--- config.mk ---
export PLATFORM = sky130hd
export DESIGN_NAME = clock_set_ctrl
export DESIGN_NICKNAME = d
export VERILOG_FILES = /design/src/rtl/clock_set_ctrl.sv
export SDC_FILE = /design/constraint.sdc
export NUM_CORES = 1
export LEC_CHECK = 0
export ABC_AREA = 1
export CAP_MARGIN = 20
export CORE_MARGIN = 8
export CORE_UTILIZATION = 31
export DETAILED_ROUTE_END_ITERATION = 10
export DONT_BUFFER_PORTS = 1
export GPL_ROUTABILITY_DRIVEN = 1
export PLACE_DENSITY = 0.47
export REMOVE_ABC_BUFFERS = 1
export SETUP_SLACK_MARGIN = 0.15
export SKIP_CTS_REPAIR_TIMING = 1
export SYNTH_ARGS = -nofsm -noshare
export SYNTH_HDL_FRONTEND = slang
export SYNTH_SLANG_ARGS = --single-unit
--- constraint.sdc ---
create_clock -name clk -period 2.05 [get_ports clk]
set_clock_uncertainty 0.05 [all_clocks]
set_input_delay 0.3075 -clock clk [delete_from_list [all_inputs] [get_ports clk]]
set_output_delay 0.3075 -clock clk [all_outputs]
set_load 0.02 [all_outputs]
--- src/rtl/clock_set_ctrl.sv ---
// Time-of-day controller: owns hh:mm:ss, debounces the mode/inc buttons,
// and drives the blink mask and decimal points for the six-digit display.
module clock_set_ctrl #(
    parameter int DEB_CYCLES   = 500000,
    parameter int BLINK_CYCLES = 25000000
) (
    input  logic       clk,
    input  logic       rst_n,
    input  logic       i_tick_1hz,
    input  logic       i_btn_mode,
    input  logic       i_btn_inc,
    output logic [5:0] o_sec,
    output logic [5:0] o_min,
    output logic [4:0] o_hour,
    output logic [1:0] o_mode,
    output logic [5:0] o_blank,
    output logic [5:0] o_dp
);

    localparam int DW = $clog2(DEB_CYCLES + 1);
    localparam int BW = (BLINK_CYCLES > 1) ? $clog2(BLINK_CYCLES) : 1;
    localparam logic [5:0] DP_COLON = 6'b010100;

    typedef enum logic [1:0] {
        RUN      = 2'd0,
        SET_SEC  = 2'd1,
        SET_MIN  = 2'd2,
        SET_HOUR = 2'd3
    } mode_t;

    logic [1:0]    w_raw;
    logic [1:0]    w_press;
    logic          w_mode_press;
    logic          w_inc_press;
    mode_t         r_mode;
    mode_t         w_mode_next;
    logic [5:0]    r_sec, r_min;
    logic [5:0]    w_sec_next, w_min_next;
    logic [4:0]    r_hour, w_hour_next;
    logic [BW-1:0] r_blink_cnt, w_blink_cnt_next;
    logic          r_phase, w_phase_next;
    logic [5:0]    r_blank, r_dp;
    logic [5:0]    w_blank_next, w_dp_next;

    assign w_raw = {i_btn_inc, i_btn_mode};

    // Each button: 2-flop sync, run-length of the synchronized level, and an
    // arm flag so a button held through reset must be released before it counts.
    genvar gi;
    generate
        for (gi = 0; gi < 2; gi++) begin : g_btn
            logic          r_sync0, r_sync1, r_last, r_level, r_armed, r_press;
            logic [DW-1:0] r_run;
            logic [DW-1:0] w_run;
            logic          w_stable;

            always_comb begin
                if (r_sync1 != r_last)
                    w_run = DW'(1);
                else if (r_run == DW'(DEB_CYCLES))
                    w_run = r_run;
                else
                    w_run = r_run + 1'b1;
            end

            assign w_stable = (w_run == DW'(DEB_CYCLES));

            always_ff @(posedge clk or negedge rst_n) begin
                if (!rst_n) begin
                    r_sync0 <= 1'b0;
                    r_sync1 <= 1'b0;
                    r_last  <= 1'b0;
                    r_run   <= '0;
                    r_level <= 1'b0;
                    r_armed <= 1'b0;
                    r_press <= 1'b0;
                end else begin
                    r_sync0 <= w_raw[gi];
                    r_sync1 <= r_sync0;
                    r_last  <= r_sync1;
                    r_run   <= w_run;
                    r_press <= 1'b0;
                    if (w_stable) begin
                        r_level <= r_sync1;
                        if (!r_sync1)
                            r_armed <= 1'b1;
                        if (r_sync1 && !r_level && r_armed)
                            r_press <= 1'b1;
                    end
                end
            end

            assign w_press[gi] = r_press;
        end
    endgenerate

    assign w_mode_press = w_press[0];
    assign w_inc_press  = w_press[1];

    // State register
    always_ff @(posedge clk or negedge rst_n) begin
        if (!rst_n)
            r_mode <= RUN;
        else
            r_mode <= w_mode_next;
    end

    // Next state
    always_comb begin
        w_mode_next = r_mode;
        if (w_mode_press) begin
            case (r_mode)
                RUN:      w_mode_next = SET_SEC;
                SET_SEC:  w_mode_next = SET_MIN;
                SET_MIN:  w_mode_next = SET_HOUR;
                SET_HOUR: w_mode_next = RUN;
                default:  w_mode_next = RUN;
            endcase
        end
    end

    // Time datapath: carries only while running, single-field wrap while editing.
    always_comb begin
        w_sec_next  = r_sec;
        w_min_next  = r_min;
        w_hour_next = r_hour;
        if (r_mode == RUN) begin
            if (i_tick_1hz) begin
                if (r_sec == 6'd59) begin
                    w_sec_next = 6'd0;
                    if (r_min == 6'd59) begin
                        w_min_next  = 6'd0;
                        w_hour_next = (r_hour == 5'd23) ? 5'd0 : r_hour + 5'd1;
                    end else begin
                        w_min_next = r_min + 6'd1;
                    end
                end else begin
                    w_sec_next = r_sec + 6'd1;
                end
            end
        end else if (w_inc_press && !w_mode_press) begin
            case (r_mode)
                SET_SEC:  w_sec_next  = (r_sec == 6'd59) ? 6'd0 : r_sec + 6'd1;
                SET_MIN:  w_min_next  = (r_min == 6'd59) ? 6'd0 : r_min + 6'd1;
                SET_HOUR: w_hour_next = (r_hour == 5'd23) ? 5'd0 : r_hour + 5'd1;
                default:  ;
            endcase
        end
    end

    always_comb begin
        w_blink_cnt_next = r_blink_cnt + 1'b1;
        w_phase_next     = r_phase;
        if (w_mode_next != r_mode) begin
            w_blink_cnt_next = '0;
            w_phase_next     = 1'b0;
        end else if (r_blink_cnt == BW'(BLINK_CYCLES - 1)) begin
            w_blink_cnt_next = '0;
            w_phase_next     = ~r_phase;
        end
    end

    // Outputs, derived from next-state values so they land with o_mode.
    always_comb begin
        w_blank_next = 6'b000000;
        w_dp_next    = DP_COLON;
        case (w_mode_next)
            RUN:      w_dp_next = w_sec_next[0] ? DP_COLON : 6'b000000;
            SET_SEC:  if (w_phase_next) w_blank_next = 6'b000011;
            SET_MIN:  if (w_phase_next) w_blank_next = 6'b001100;
            SET_HOUR: if (w_phase_next) w_blank_next = 6'b110000;
            default:  ;
        endcase
    end

    always_ff @(posedge clk or negedge rst_n) begin
        if (!rst_n) begin
            r_sec       <= '0;
            r_min       <= '0;
            r_hour      <= '0;
            r_blink_cnt <= '0;
            r_phase     <= 1'b0;
            r_blank     <= '0;
            r_dp        <= '0;
        end else begin
            r_sec       <= w_sec_next;
            r_min       <= w_min_next;
            r_hour      <= w_hour_next;
            r_blink_cnt <= w_blink_cnt_next;
            r_phase     <= w_phase_next;
            r_blank     <= w_blank_next;
            r_dp        <= w_dp_next;
        end
    end

    assign o_sec   = r_sec;
    assign o_min   = r_min;
    assign o_hour  = r_hour;
    assign o_mode  = r_mode;
    assign o_blank = r_blank;
    assign o_dp    = r_dp;

endmodule

# Yosys cells after proc, flatten, opt, wreduce, memory -nomap -nowiden
# Cells that the tools add are included.
# W data, S select, Z words.
[totals]
regBits = 107
input_bits = 5
output_inout_bits = 31
elab_cells = 109
[op_classes]
addsub = 6
eq_ne = 20
n_mux = 38
bitwise_logic = 3
reduce_logical = 19
[ops]
columns = ["cell", "n"]
rows = [
  ["$eq A19 B19 Y1 const B", 4],
  ["$mux W19", 4],
  ["$mux W6", 12],
  ["$mux W25", 2],
  ["$mux W5", 9],
  ["$add A19 B1 Y19 const B", 2],
  ["$add A25 B1 Y25 const B", 1],
  ["$eq A25 B25 Y1 const B", 1],
  ["$pmux W6 S3", 1],
  ["$add A6 B1 Y6 const B", 2],
  ["$eq A6 B6 Y1 const B", 2],
  ["$eq A2 B2 Y1 const B", 4],
  ["$pmux W2 S4", 1],
  ["$reduce_bool A2 Y1", 4],
  ["$mux W1", 6],
  ["$add A5 B1 Y5 const B", 1],
  ["$eq A5 B5 Y1 const B", 1],
  ["$logic_and A1 B1 Y1", 5],
  ["$reduce_and A5 Y1", 1],
  ["$eq A2 B1 Y1 const B", 2],
  ["$logic_not A2 Y1", 2],
  ["$mux W2", 2],
  ["$mux W4", 1],
  ["$ne A2 B1 Y1 const B", 2],
  ["8 further kinds", 14],
]

# Depth between registers and ports, before layout
# Gate-level depths: netlist (run 1).
[logic_depth]
word_depth = 7
mapped_depth = 16
depth_no_buf = 16

# Worst setup path after synthesis (run 1)
# Ideal clock, no wire load.
[synth_path]
path_kind = "flip-flop to flip-flop"
startpoint = "register r_mode[0] (netlist: o_mode[0])"
endpoint = "register r_blink_cnt[15]"
setup_ns = 0.086
arrival_time_ns = 1.894
required_time_ns = 1.914
path_slack_ns = 0.020
stages_incl_launch_ff = 8
path_buffers = 1
period_less_slack_ns = 2.030
path_cell_list = "dfrtp_1 -> ha_1 -> inv_1 -> nor2_1 -> nor3_1 -> o31ai_4 -> buf_4 -> nor3_1"
[synth_between]
elab_chain_len = 5
[synth_rtl]
columns = ["item", "line", "text"]
rows = [
  ["from (decl)", "35", "mode_t r_mode;"],
  ["from (signal assigned)", "105", "r_mode <= w_mode_next;"],
  ["$eq A2 B2 Y1, or another cell as far along", "112", "case (r_mode)"],
  ["$pmux W2 S4", "112", ""],
  ["$mux W2 (*)", "111", "if (w_mode_press) begin"],
  ["named net w_mode_next[0]", "36", "mode_t w_mode_next;"],
  ["$ne A2 B2 Y1 (*)", "154", "if (w_mode_next != r_mode) begin"],
  ["$mux W25 (*)", "154", ""],
  ["named net w_blink_cnt_next[15]", "40", "logic [BW-1:0] r_blink_cnt, w_blink_cnt_next;"],
  ["to (signal assigned)", "189", "r_blink_cnt <= w_blink_cnt_next;"],
  ["to (decl)", "40", ""],
]
# The timed path passes the listed nets; every way through them passes the cells marked *.
# A chain may end at the register's enable or synchronous reset.

# Worst setup path after layout (run 1)
[layout_path]
startpoint = "register r_blink_cnt[1]"
endpoint = "register r_blink_cnt[22]"
[layout_between]
elab_chain_len = 3
[layout_rtl]
columns = ["item", "line", "text"]
rows = [
  ["$add A25 B1 Y25 / $eq A25 B25 Y1 (equally long branches)", "152, 157", ""],
  ["$mux W25 (*)", "157", "end else if (r_blink_cnt == BW'(BLINK_CYCLES - 1)) begin"],
  ["$mux W25 (*)", "154", ""],
  ["named net w_blink_cnt_next[22]", "40", ""],
]
# Marked as above.

==> flow_metrics.tcl, run 1 <==
set metrics [dict create \
    yosys_warnings 0 \
    drt_wl_total_um 14600 \
    worst-path-buf-inv 2 \
    dp_hpwl_um 10100 \
    nets 872 \
    hold_viol 99 \
    cap_violations 0 \
    crit_family "simple AND/OR/NAND/NOR gates" \
    ant_nets 0 \
    wl_met3_um 551 \
    async_reset_ff_share_pct 100 \
    synth.distinct_cells 40 \
    ioPinCount 36 \
    layout_commonest_cell "nand2_1" \
    hold_class "input port to async pin" \
    grt_pass1_wl_um 23800 \
    routed.top_layer "met4" \
    postSynth.topFlopCell "dfrtp_1" \
    core_region_area_um2 18500 \
    avgSynthCellArea_um2 7.38 \
    critPathCaptureType "flip-flop" \
    cpMaxStageDelayCell "dfrtp_1" \
    fin_crit_sh_pct 99.6 \
    cp.arrival_ns 2.23 \
    start_util_pct 31.2 \
    dr.pass1.iters 5 \
    worstPathMaxFanout 4 \
    root_buffer "clkbuf_16" \
    cts_tree "yes" \
    ir_worst_vdd_uv 492 \
    gr-total-overflow 0 \
    cp_cell_sequence "ha_2 -> nand2_2 -> nor2_4 -> nand3_2 -> inv_2 -> buf_6 -> nand2_4 -> nor2_4 -> nand2_2 -> nor2_4 -> nand4_1 -> nor2_2 -> nor3b_2" \
    setup_slack_ns 0.00892 \
    slew_headroom_pct 56.8 \
    grt_setup_unrepaired "true" \
    netlist_area_um2 5750 \
    port_buffers 0 \
    grt_usage_pct 12.4 \
    grt_max_degree 100 \
    wl_met2_um 6840 \
    synth_enable_flop_cells 0 \
    gp_congestion 0.808 \
    violations "negative hold slack" \
    syn-instance-count 780 \
    p_leak_nw 3.42 \
    critPathKind "flip-flop to flip-flop" \
    rows 50 \
    cts_buffers 9 \
    antenna_found_initial 0 \
    cpMostUsedCell "nor2_4" \
    die_y_um 152 \
    slew_violations 0 \
    area_growth_pct 27.3 \
    grt_pass1_vias 4899 \
    drc_errors 0 \
    ys_seq_area_share_pct 43.1 \
    p_per_area_nw_per_um2 606 \
    cts_buffer_depth 2 \
    vias_per_cell 4.67 \
    synth_top_cell_by_area "dfrtp_1" \
    clk_pin_slew_ns 0.07 \
    die_x_um 152 \
    synthTopCellsByArea "dfrtp_1 43%, nand2_1 11%, inv_1 7.8%" \
    setup_violations 0 \
    drt_iter0_drc 254 \
    required_ns 2.24 \
    detailedPlace.worstSlack_ns -0.0591 \
    status "finished, violations left" \
    fillers 1880 \
    synth.top_cell.area_share_pct 43.1 \
    cpPeakStageDelay_ns 0.39 \
    layout-drive-gt1-share_pct 25.4 \
    worst_pin_slew_ns 0.641 \
    clkLatencyLatePin_ns 0.35 \
    ys_ff_latch 99 \
    final_cell_mix "153 x nand2_1, 108 x inv_1, 97 x nor2_1" \
    n_antenna_cell 0 \
    total_power_mw 4.44 \
    finalCriticalPeriod_ns 2.04 \
    routedWlPerCell_um 13.3 \
    hold_ws_ns -0.392 \
    h-tree-depth 3 \
    fmax_mhz 490 \
    die-area_um2 23200 \
    via_count 5099 \
    critPathLaunchType "flip-flop" \
    met1_length_um 6940 \
    cts_sinks 99 \
]
-- cell type report --
type,count,area (µm²),share of cell area (%)
inverters,122,460,6.29
well taps,234,293,4.00
clock inverters,2,12.5,0.171
flip-flops and latches,99,2480,33.9
clock buffers,12,256,3.50
repair buffers,75,659,9.00
multi-input cells,547,3160,43.2
-- registers in the layout, summed over array words and instances (netlist names), 3 cells and up --
name         flops
o_sec            6
g_btn.r_run     38
o_hour           5
r_blink_cnt     25
o_blank          3
o_min            6
-- cells in the mapped netlist, types with 5 or more instances --
library cell,n
nand2_1,169
nand2_2,5
o21ai_0,15
o21bai_1,5
nor2_1,119
inv_1,120
nor3_1,23
dfrtp_1,99
nor2_2,17
nand3_1,72
a21oi_1,26
buf_4,12
nor3b_1,5
xor2_1,10
ha_1,13
nand4_1,29
-- per-layer routing --
metal	track usage, %	up-vias
met5	0	-
li1	-	2624
met4	4.05	0
met3	2.69	14
met1	16.1	2363
met2	20.2	98
-- path summary, 6_finish.rpt --
path                                                  from                           end  slack [ns]  cells after the start
worst min register to register  g_btn[0].r_sync0$_DFF_PN0_    g_btn[0].r_sync1$_DFF_PN0_        0.30                      0
worst max-delay path              r_blink_cnt[1]$_DFF_PN0_     r_blink_cnt[22]$_DFF_PN0_       0.009                     13
worst min-delay path                                 rst_n  g_btn[1].r_run[11]$_DFF_PN0_       -0.39                      0
max in group asynchronous                            rst_n           o_mode[0]$_DFF_PN0_        2.17                      0
min in group clk                                i_tick_1hz          o_sec[1]$_DFFE_PN0P_        0.26                      4
worst max register to register    r_blink_cnt[1]$_DFF_PN0_     r_blink_cnt[22]$_DFF_PN0_       0.009                     13
-- cell families (layout without fill, tap and decap cells) --
group                      count (synthesis)  after routing  share of synthesized area (%)
and+or+nand+nor                          456            456                           35.8
buffers and inverters                    137            211                           9.77
DFF                                       99             99                           43.1
AOI/OAI and AO/OA                         60             60                           6.22
xor gates and xnor gates                  14             14                           2.26
adders and majority gates                 13             13                           2.83
other                                      1              4                         0.0652
-- through the flow --
stage / area, µm² / TNS (ns) / cells / hold slack (ns) / utilization (%)
3_5_place_dp: 6360 / -0.141 / 1053 / -0.0307 / 34.5
3_3_place_gp: 6360 / -0.125 / 1053 / -0.0313 / 34.5
5_1_grt: 7330 / -0.863 / 1091 / -0.414 / 39.7
2_1_floorplan: 5660 / 0 / 768 / -0.0381 / -
6_report: 7330 / 0 / 1091 / -0.392 / 39.7
4_1_cts: 6630 / -0.236 / 1067 / -0.410 / 35.9
-- where the power goes --
part	leakage, nW	total (mW)	switching, mW	internal, mW
clock network	0.131	1.63	0.753	0.876
registers	1.29	2.14	0.0888	2.05
logic	2.00	0.675	0.407	0.268
total	3.42	4.44	1.25	3.19
Note: power is estimated with default switching activity, not from simulation.
==> inputs of run 2 (changes only) <==
--- a/config.mk
+++ b/config.mk
@@ -5,7 +5,6 @@
 export SDC_FILE = /design/constraint.sdc
 export NUM_CORES = 1
 export LEC_CHECK = 0
-export ABC_AREA = 1
 export CAP_MARGIN = 20
 export CORE_MARGIN = 8
 export CORE_UTILIZATION = 31
==> run 2 against run 1 <==
The run ends with negative hold slack, negative setup slack left; sequential power is essentially flat; power grew 1.3%; die area shrank 6.5%; synthesized cell count shrank 29%; area after synthesis shrank 7.3%; clock power is essentially flat; flip-flop and latch count is the same; sequential share of layout area shrank 0.32 points; cell count shrank 15%; critical endpoint is now g_btn[0].r_level$_DFFE_PN0N_; largest cell class unchanged.
==> flow_metrics.tcl, run 2 <==
set metrics [dict create \
    status "finished, violations left" \
    violations "negative hold slack, negative setup slack" \
    area_growth_pct 38.6 \
    p_per_area_nw_per_um2 609 \
    via_count 4507 \
    synth_enable_flop_cells 0 \
    grt_usage_pct 12.0 \
    gp_congestion 0.867 \
    syn-instance-count 550 \
    synth_top_cell_by_area "dfrtp_1" \
    r2r_slack_ns -0.47 \
    drt_wl_total_um 13100 \
    fmax_mhz 397 \
    rows 48 \
    routedWlPerCell_um 14.2 \
    clk_pin_slew_ns 0.07 \
    drt_iter0_drc 244 \
    layout-drive-gt1-share_pct 34.4 \
    final_cell_count_no_fill 926 \
    grt_setup_unrepaired "true" \
    r2r_end "g_btn[0].r_level$_DFFE_PN0N_" \
    grt_pass1_wl_um 21400 \
    cts_tree "yes" \
    fillers 1652 \
    ff2ff_path_depth 7 \
    setup_violations 6 \
    finalCriticalPeriod_ns 2.52 \
    cap_violations 0 \
    die_x_um 147 \
    critPathLaunchType "flip-flop" \
    regMostFlops "g_btn.r_run" \
    critPathKind "flip-flop to flip-flop" \
    core_region_area_um2 17100 \
    yosys_warnings 0 \
    drc_errors 0 \
    synth.top_cell.area_share_pct 46.4 \
    critPathCaptureType "flip-flop" \
    hold_viol 99 \
    p_leak_nw 3.38 \
    intPower_mw 3.25 \
    yosysMostFrequentCell "dfrtp_1" \
    fin_crit_sh_pct 123 \
    nets 714 \
    detailedPlace.worstSlack_ns -0.481 \
    startpoint "g_btn[0].r_run[1]$_DFF_PN0_" \
    ys_seq_area_share_pct 46.4 \
    port_buffers 0 \
    grt_pass1_vias 4409 \
    worstPathMaxFanout 2 \
    gr-total-overflow 0 \
    root_buffer "clkbuf_16" \
    h-tree-depth 3 \
    placedCellCount 889 \
    r2r_start "g_btn[0].r_run[1]$_DFF_PN0_" \
    cts_buffer_depth 2 \
    regArea_um2 2480 \
    postSynth.topFlopCell "dfrtp_1" \
    largest_reg_flops 38 \
    avgSynthCellArea_um2 9.70 \
    p_clk_share_pct 36.2 \
    hold_ws_ns -0.396 \
    multi_input_area_um2 3050 \
    dp_hpwl_um 8990 \
    switching_share_pct 27.9 \
    async_reset_ff_share_pct 100 \
    combPwrFrac_pct 17.1 \
    ir_worst_vdd_uv 583 \
    setup_slack_ns -0.471 \
    die-area_um2 21700 \
    ys_ff_latch 99 \
    ant_nets 0 \
    synthTopCellsByArea "dfrtp_1 46%, xor2_1 5.6%, nor2_1 5.3%" \
    reg.largest.list "g_btn.r_run (38), r_blink_cnt (25)" \
    slew_violations 0 \
    ioPinCount 36 \
    antenna_found_initial 0 \
    start_util_pct 31.3 \
    netlist_area_um2 5340 \
    cts_sinks 99 \
    dr.pass1.iters 5 \
    cp.arrival_ns 2.70 \
    grt_max_degree 100 \
    hold_class "input port to async pin" \
    n_antenna_cell 0 \
    synthTopCellsByCount "99 x dfrtp_1, 76 x nor2_1, 34 x nand3_1, 34 x xor2_1, 33 x nand2_1" \
    required_ns 2.23 \
    vias_per_cell 4.87 \
    layout_commonest_cell "buf_4" \
    synth.distinct_cells 62 \
    die_y_um 147 \
    seq_power_share_pct 46.8 \
    final_cell_mix "141 x buf_4, 97 x dfrtp_1, 72 x nor2_1" \
    netSwitchingPower_mw 1.25 \
    clkLatencyLatePin_ns 0.35 \
    endpoint "g_btn[0].r_level$_DFFE_PN0N_" \
    cts_buffers 9 \
]
## run 2: cell types whose count changed in the layout (fill, tap and decap cells not counted), moves of 20 or more
cell	delta
xor2_1	+24
nor2_2	-29
xnor2_1	+20
nand3_1	-31
inv_1	-95
nand2_1	-122
nor2_1	-25
buf_4	+78
## run 2: worst max-delay path, cell delays in order, from the launching register on
cell and delay (ns):
dfrtp_1 0.39, ha_2 0.19, or3b_2 0.45, a21oi_2 0.13, o21a_1 0.14, or3b_4 0.39
nor4_4 0.34, mux2_4 0.32
## run 2: cell families after synthesis
logic type / after synthesis / synth area share [%]
xor+xnor: 60 / 9.85
simple gates: 265 / 27.1
buf+inv: 42 / 3.96
other cells: 1 / 0.0703
fa+ha+maj: 13 / 3.05
compound gates: 58 / 7.15
flops: 99 / 46.4
mux: 12 / 2.39
## run 2: worst min-delay path by stage
| stage | from | end | cells past startpoint |
|---|---|---|---|
| after floorplan | rst_n | g_btn[0].r_armed$_DFFE_PN0P_ | 0 |
| after global placement | rst_n | g_btn[1].r_run[5]$_DFF_PN0_ | 0 |
| after detailed placement | rst_n | g_btn[1].r_run[5]$_DFF_PN0_ | 0 |
| after CTS | rst_n | g_btn[1].r_run[0]$_DFF_PN0_ | 0 |
| after global routing | rst_n | g_btn[1].r_run[13]$_DFF_PN0_ | 0 |
| final | rst_n | g_btn[1].r_run[5]$_DFF_PN0_ | 0 |
## run 2: through the flow
step	TNS [ns]	utilization, %	area, µm²	hold WS (ns)	power, mW
floorplan	-3.75	-	5200	-0.0381	2.47
global placement	-2.26	38.2	6510	-0.0338	2.77
detailed placement	-2.29	38.2	6510	-0.0329	2.78
CTS	-2.53	39.8	6790	-0.427	4.47
global route	-2.92	43.3	7390	-0.437	4.73
finish	-2.02	43.3	7390	-0.396	4.50
## run 2: area by class of cell
cell class	instances	share of cell area, %
clock inverter	6	0.643
timing repair buffer	156	16.7
sequential	99	33.5
tap	225	3.81
clock buffer	10	3.10
inverter	18	0.982
multi-input combinational	412	41.2
## run 2: power groups by stage
stage	sequential [mW]	combinational [mW]	clock, mW
after floorplan	2.23	0.239	0
after global placement	2.13	0.639	0
after detailed placement	2.13	0.650	0
after CTS	2.10	0.653	1.72
after global routing	2.12	0.837	1.77
final	2.11	0.768	1.63
## run 2: layer usage
layer | wire length [µm] | part of all wire (%) | track usage, %
met1 | 6210 | 47 | 15.1
met2 | 6210 | 47 | 19.5
met3 | 562 | 4.3 | 3.45
met4 | 136 | 1.0 | 3.37
met5 | 0 | 0 | 0
